File: src/rtl/nec_prefetch_pkg.sv
// Shared types for the NEC instruction prefetch unit and its neighbours.
// Contents: queue depth constant, prefetch FSM state enum, and the
// segment:offset to 20-bit physical address helper, which the execution unit also uses.
package nec_prefetch_pkg;

  // Depth of the instruction prefetch queue in bytes. The decoder indexes it
  // with offset[2:0], so this must stay a power of 2.
  localparam int IPQ_SIZE = 8;

  typedef enum logic [1:0] {
    IDLE    = 2'd0,
    FETCH   = 2'd1,
    DISCARD = 2'd2
  } prefetch_state_e;

  // Physical address = (seg << 4) + ofs, wrapping modulo 2^20.
  function automatic logic [19:0] phys_addr(input logic [15:0] seg,
                                            input logic [15:0] ofs);
    return {seg, 4'h0} + {4'h0, ofs};
  endfunction

endpackage

File: src/rtl/nec_prefetch.sv
// Instruction prefetch unit: fills an 8-byte circular queue (IPQ) from the
// program segment so that nec_decode can read opcode bytes by its own pc.
// Ports: clk/reset (sync, active-high), ce_1/ce_2 clock enables, ps/decode_pc/new_pc/set_pc
// from the core, block_prefetch inhibit, ipq/ipq_len to the decoder,
// bus_req/bus_addr/bus_ack/bus_data to the CPU bus (one request in flight).
module nec_prefetch
  import nec_prefetch_pkg::*;
(
  input  logic                     clk,
  input  logic                     reset,
  input  logic                     ce_1,
  input  logic                     ce_2,
  input  logic [15:0]              ps,
  input  logic [15:0]              decode_pc,
  input  logic [15:0]              new_pc,
  input  logic                     set_pc,
  input  logic                     block_prefetch,
  output logic [IPQ_SIZE-1:0][7:0] ipq,
  output logic [3:0]               ipq_len,
  output logic                     bus_req,
  output logic [19:0]              bus_addr,
  input  logic                     bus_ack,
  input  logic [15:0]              bus_data
);

  prefetch_state_e           state_q, state_d;
  logic [15:0]               fetch_ip_q, fetch_ip_d;
  logic                      bus_req_q, bus_req_d;
  logic [19:0]               bus_addr_q, bus_addr_d;
  logic [IPQ_SIZE-1:0][7:0]  ipq_q, ipq_d;

  logic       en;
  logic [3:0] free;
  logic [3:0] need;
  logic [2:0] idx;
  logic [2:0] idx_nxt;

  assign en = ce_1 | ce_2;

  // fetch_ip - decode_pc never exceeds 8, so the low nibble of the
  // difference is the full answer.
  assign ipq_len = fetch_ip_q[3:0] - decode_pc[3:0];
  assign free    = 4'd8 - ipq_len;
  // An odd fetch_ip only delivers the high byte of its word.
  assign need    = fetch_ip_q[0] ? 4'd1 : 4'd2;
  assign idx     = fetch_ip_q[2:0];
  assign idx_nxt = idx + 3'd1;

  always_comb begin
    state_d    = state_q;
    fetch_ip_d = fetch_ip_q;
    bus_req_d  = bus_req_q;
    bus_addr_d = bus_addr_q;
    ipq_d      = ipq_q;

    if (en) begin
      case (state_q)
        IDLE: begin
          if (set_pc) begin
            fetch_ip_d = new_pc;
          end else if (!block_prefetch && (free >= need)) begin
            bus_req_d  = 1'b1;
            bus_addr_d = phys_addr(ps, {fetch_ip_q[15:1], 1'b0});
            state_d    = FETCH;
          end
        end

        FETCH: begin
          if (bus_ack) begin
            bus_req_d = 1'b0;
            state_d   = IDLE;
            if (set_pc) begin
              // Flush races the returning data: the data is for the old stream.
              fetch_ip_d = new_pc;
            end else if (fetch_ip_q[0]) begin
              ipq_d[idx] = bus_data[15:8];
              fetch_ip_d = fetch_ip_q + 16'd1;
            end else begin
              ipq_d[idx]     = bus_data[7:0];
              ipq_d[idx_nxt] = bus_data[15:8];
              fetch_ip_d     = fetch_ip_q + 16'd2;
            end
          end else if (set_pc) begin
            // The bus cycle cannot be withdrawn; wait it out and drop the data.
            fetch_ip_d = new_pc;
            state_d    = DISCARD;
          end
        end

        DISCARD: begin
          if (set_pc) begin
            fetch_ip_d = new_pc;
          end
          if (bus_ack) begin
            bus_req_d = 1'b0;
            state_d   = IDLE;
          end
        end

        default: begin
          bus_req_d = 1'b0;
          state_d   = IDLE;
        end
      endcase
    end
  end

  always_ff @(posedge clk) begin
    if (reset) begin
      state_q    <= IDLE;
      fetch_ip_q <= 16'h0000;
      bus_req_q  <= 1'b0;
      bus_addr_q <= 20'h00000;
      ipq_q      <= '0;
    end else begin
      state_q    <= state_d;
      fetch_ip_q <= fetch_ip_d;
      bus_req_q  <= bus_req_d;
      bus_addr_q <= bus_addr_d;
      ipq_q      <= ipq_d;
    end
  end

  assign ipq      = ipq_q;
  assign bus_req  = bus_req_q;
  assign bus_addr = bus_addr_q;

endmodule

File: config.mk
export PLATFORM = sky130hd
export DESIGN_NAME = nec_prefetch
export DESIGN_NICKNAME = d
export VERILOG_FILES = /design/src/rtl/nec_prefetch_pkg.sv /design/src/rtl/nec_prefetch.sv
export SDC_FILE = /design/constraint.sdc
export NUM_CORES = 1
export LEC_CHECK = 0
export BUFFER_PORTS_ARGS = -buffer_cell sky130_fd_sc_hd__buf_2
export CAP_MARGIN = 0
export CORE_MARGIN = 4
export CORE_UTILIZATION = 55
export CTS_BUF_LIST = sky130_fd_sc_hd__clkbuf_4 sky130_fd_sc_hd__clkbuf_8
export DETAILED_ROUTE_END_ITERATION = 8
export MAX_ROUTING_LAYER = met4
export PLACE_DENSITY = 0.94
export REMOVE_ABC_BUFFERS = 1
export SKIP_LAST_GASP = 1
export SLEW_MARGIN = 20
export SYNTH_ARGS = -nofsm -noshare
export SYNTH_HDL_FRONTEND = slang
export SYNTH_SLANG_ARGS = --single-unit
File: constraint.sdc
create_clock -name clk -period 4.5 [get_ports clk]
set_clock_uncertainty 0.2 [all_clocks]
set_input_delay 0.9 -clock clk [delete_from_list [all_inputs] [get_ports clk]]
set_output_delay 0.9 -clock clk [all_outputs]
set_load 0.01 [all_outputs]
==> results.txt <==
The run finished with clean final reports. The largest single stage delay on the critical path is 0.68 ns. The number of levels in the clock H-tree is 3. For this design, the slowest cell found on the critical path is sky130_fd_sc_hd__dfxtp_1. Combinational logic burns 20.8% of the power.

The cell count after synthesis came out at 632. Among all flip-flop cells after synthesis, the most frequent one is sky130_fd_sc_hd__dfxtp_1. The critical path startpoint category is a flop. The number of nets still failing antenna checks after routing came out at 0.

The final count of pins violating max slew came to 0. For this design, the CTS-stage hold fixing added 0 buffers. The routed wire length came out at 14290 um.

The I/O pin count came out at 160. The cell count after placement came out at 863. The synthesized area came out at 0.005062 mm2. The largest net degree at the start of global routing is 94. The total number of yosys warnings is 0. The measured slew at the worst slew-check pin came out at 0.9456 ns. The DRC marker count from the first detailed-route iteration came out at 328. The total inserted antenna cells came out at 0. The routed wire length per instance is 16.26 um. The distinct cell type count after synthesis came out at 60.

The worst hold path begins at bus_addr[10]. The path type of the worst setup path is flop to flop. VDD sags by at most 176.6 uV.

The placer's final routability congestion estimate came out at 0.8929. The setup total negative slack came out at 0 ns. TritonCTS built the clock tree. In this run the critical register-to-register path is launched from fetch_ip_q[0]. The ratio of cells with drive above 1 in the final layout came out at 22.83%. The number of cells upsized or downsized after cts came out at 0. The die boundary height came out at 103.9 um. Counting every sink on the clock net gives 102. The effective utilization at floorplan is 57.21%. The maximum clock insertion buffer count is 2. The number of port buffers is 146. The cell leakage power came out at 0.002672 uW. The final period demand of the worst path is 3.675 ns. The power per cell area came out at 329.7 mW/mm2. The setup slack of the worst register-to-register path is 0.83 ns. The count of flip-flops with a built-in enable after synthesis is 0.

After clock tree synthesis, the clock-pin slew on the worst setup and hold paths is 0.11 ns. The endpoint type of the worst setup path is a flop. The maximum achievable frequency is 272.1 MHz. After synthesis, flip-flops and latches occupy 40.34% of the total area.

Setup repair after global routing left no endpoint under its margin. The first-pass iteration count of the detailed router came out at 5. The clock network power share is 30.1%. The overall overflow remaining after global route came out at 0. The maximum fanout along the worst path came out at 16. For the worst-skew pair, the clock arrives at the later sink with an insertion delay of 0.37 ns. The fraction of registers with async set or reset after synthesis is 0%.

At the worst endpoint, the arrival time is 3.76 ns. After floorplanning, the core was divided into 34 placement rows. The critical path goes through inv_1 > ha_1 > inv_1 > fa_1 > inv_1 > ha_1 > ha_1 > a211oi_2 > a21o_1 > o21ai_0 > and2_1. CTS placed an instance of sky130_fd_sc_hd__clkbuf_8 at the clock tree root. The internal power of the cells totals 1336 uW. The total DRC errors in the routed layout is 0. The number of storage elements in the synthesis netlist came out at 102. The global-route usage over all layers came out at 26.57%. The total number of vias came out at 5210. The die outline area is 0.01080 mm2.

The net load switching power came out at 659.3 uW. The path class of the tightest hold or removal check is flop to flop. The final period utilization came out at 81.66%. The required time at the endpoint of the critical path came out at 4.58 ns. The headroom to the max-slew limit is 36.96%. Max-cap violations in this run came to 0. The global-route wire length before repair is 23650 um.

The estimated wirelength of the detail-placed design is 10560 um. Fill cells in the final layout number 710. The number of global-route vias before repair was 5197. The end of the worst hold path is bus_addr[10]. Power comes to 1995 uW. Once layout is complete, the cells apart from fillers number 879. The routed via count divided by cell count is 5.927. The number of setup buffers added after CTS is 0. The depth of the worst register-to-register path is 11. The number of endpoints with negative hold slack in the final report is 0. The count of final setup violators is 0. In this run the mean area of a mapped cell was 8.010 um2. In this run the cell area measured after placement is 0.005839 mm2. The cell area after layout came out at 0.006052 mm2. Registers are responsible for 49.0% of the overall power. The post-synthesis to final-layout area growth is 19.55%. The width of the chip came out at 103.9 um.

The total clock buffers created by CTS is 9. The endpoint identified for the worst register-to-register timing path is bus_req. The area of the core is 0.008848 mm2.

On the final layout, the worst hold slack is 0.2554 ns. The number of antenna violations at the first check in global routing came out at 0. The cell depth of the worst hold path is 2.

The switching share of power came out at 33.04%. The number of nets in the finished design came out at 870.
-- worst max-delay path: cells and delay by family, from the launching register on --
| kind | cells | cell delay (ns) |
|---|---|---|
| fa+ha+maj | 4 | 1.22 |
| buf+inv | 3 | 0.37 |
| simple gates | 1 | 0.17 |
| compound gates | 3 | 0.95 |
| flops | 1 | 0.68 |
-- per-layer routing --
| layer | GRT usage [%] | part of all wire [%] | up-vias |
|---|---|---|---|
| met2 | 44.57 | 49 | 231 |
| met4 | 11.97 | 2.3 | 0 |
| met5 | - | 0 | - |
| met1 | 31.03 | 42 | 2463 |
| met3 | 4.904 | 6.4 | 35 |
| li1 | - | - | 2481 |
-- area by class of cell --
type	instances	area (um2)	share of cell area (%)
clock buffer	9	123.9	2.047
multi-input combinational	484	2838	46.89
sequential	102	2042	33.74
inverter	21	78.83	1.302
timing repair buffer	148	745.7	12.32
clock inverter	7	88.84	1.468
tap	108	135.1	2.233
-- registers in the layout, summed over array words and instances, names as in the netlist --
name and flops:
state_q 2, bus_addr 19, ipq 64, fetch_ip_q 16, bus_req 1
-- cells by family (layout without fill, tap and decap cells) --
kind of cell             after synthesis  in the layout  synth area share (%)
adder cells (fa/ha/maj)               33             33                 8.453
AO/OA/AOI/OAI                        181            181                 22.24
buffers and inverters                 46            185                 3.608
multiplexers                           4              4                0.8156
AND/OR/NAND/NOR                      253            253                 21.82
XOR/XNOR                              12             12                 2.645
other                                  1              1               0.07408
flip-flops                           102            102                 40.34
-- per-stage QoR --
step / util, % / setup WS, ns
6_report: 68.40 / 0.8251
3_3_place_gp: 65.99 / 0.8158
3_5_place_dp: 65.99 / 0.7016
4_1_cts: 68.40 / 0.8365
2_1_floorplan: - / 1.057
5_1_grt: 68.40 / 0.6047
-- cells in the final DEF (no fill, tap or decap), types with 3 or more instances in the layout --
cell type and count:
sky130_fd_sc_hd__nand3_1 14, sky130_fd_sc_hd__inv_1 20, sky130_fd_sc_hd__and2_1 7, sky130_fd_sc_hd__nor2_1 69
sky130_fd_sc_hd__and3_1 5, sky130_fd_sc_hd__xnor2_1 6, sky130_fd_sc_hd__buf_2 146, sky130_fd_sc_hd__nand2_1 122
sky130_fd_sc_hd__or3_1 4, sky130_fd_sc_hd__clkbuf_8 9, sky130_fd_sc_hd__o21a_1 4, sky130_fd_sc_hd__dfxtp_1 102
sky130_fd_sc_hd__o21ai_0 22, sky130_fd_sc_hd__nor3_1 10, sky130_fd_sc_hd__nor4_1 4, sky130_fd_sc_hd__a22oi_1 34
sky130_fd_sc_hd__xor2_1 3, sky130_fd_sc_hd__nand3b_1 3, sky130_fd_sc_hd__a21o_1 4, sky130_fd_sc_hd__ha_1 31
sky130_fd_sc_hd__a21oi_1 78, sky130_fd_sc_hd__o31ai_1 5, sky130_fd_sc_hd__a211oi_1 4, sky130_fd_sc_hd__clkinv_8 3
sky130_fd_sc_hd__mux2i_1 3, sky130_fd_sc_hd__a31oi_1 7, sky130_fd_sc_hd__nand2b_1 4
-- worst max path at each step --
stage,start,end,slack [ns],cells after the start
final,fetch_ip_q[0],bus_req,0.83,11
after global routing,fetch_ip_q[0],bus_req,0.60,11
after CTS,fetch_ip_q[0],bus_req,0.84,11
after detailed placement,decode_pc[0],bus_req,0.70,11
after global placement,decode_pc[0],bus_req,0.82,11
after floorplan,decode_pc[0],bus_addr[17],1.06,10
-- synthesized netlist by cell type (4+ instances only) --
cell / count / area (um2)
sky130_fd_sc_hd__o21a_1: 4 / 30.03
sky130_fd_sc_hd__dfxtp_1: 102 / 2042
sky130_fd_sc_hd__xnor2_1: 6 / 52.55
sky130_fd_sc_hd__buf_2: 5 / 25.02
sky130_fd_sc_hd__a21o_1: 4 / 30.03
sky130_fd_sc_hd__nor4_1: 4 / 25.02
sky130_fd_sc_hd__inv_1: 20 / 75.07
sky130_fd_sc_hd__a21oi_1: 78 / 390.4
sky130_fd_sc_hd__a211oi_1: 4 / 30.03
sky130_fd_sc_hd__and2_1: 7 / 43.79
sky130_fd_sc_hd__clkbuf_1: 18 / 67.56
sky130_fd_sc_hd__a22oi_1: 34 / 255.2
sky130_fd_sc_hd__nand2b_1: 4 / 25.02
sky130_fd_sc_hd__nor3_1: 10 / 50.05
sky130_fd_sc_hd__or3_1: 4 / 25.02
sky130_fd_sc_hd__and3_1: 5 / 31.28
sky130_fd_sc_hd__o21ai_0: 22 / 110.1
sky130_fd_sc_hd__nand3_1: 14 / 70.07
sky130_fd_sc_hd__ha_1: 31 / 387.9
sky130_fd_sc_hd__a31oi_1: 7 / 43.79
sky130_fd_sc_hd__nand2_1: 122 / 457.9
sky130_fd_sc_hd__o31ai_1: 5 / 37.54
sky130_fd_sc_hd__nor2_1: 69 / 259.0
-- power groups by stage --
stage,logic [uW],clock network [uW],registers [uW]
after detailed placement,407,0,998
after CTS,411,604,977
final,416,601,978
after global routing,460,647,983
after floorplan,254,0,1000
after global placement,387,0,994
(Power assumes the default switching activity.)
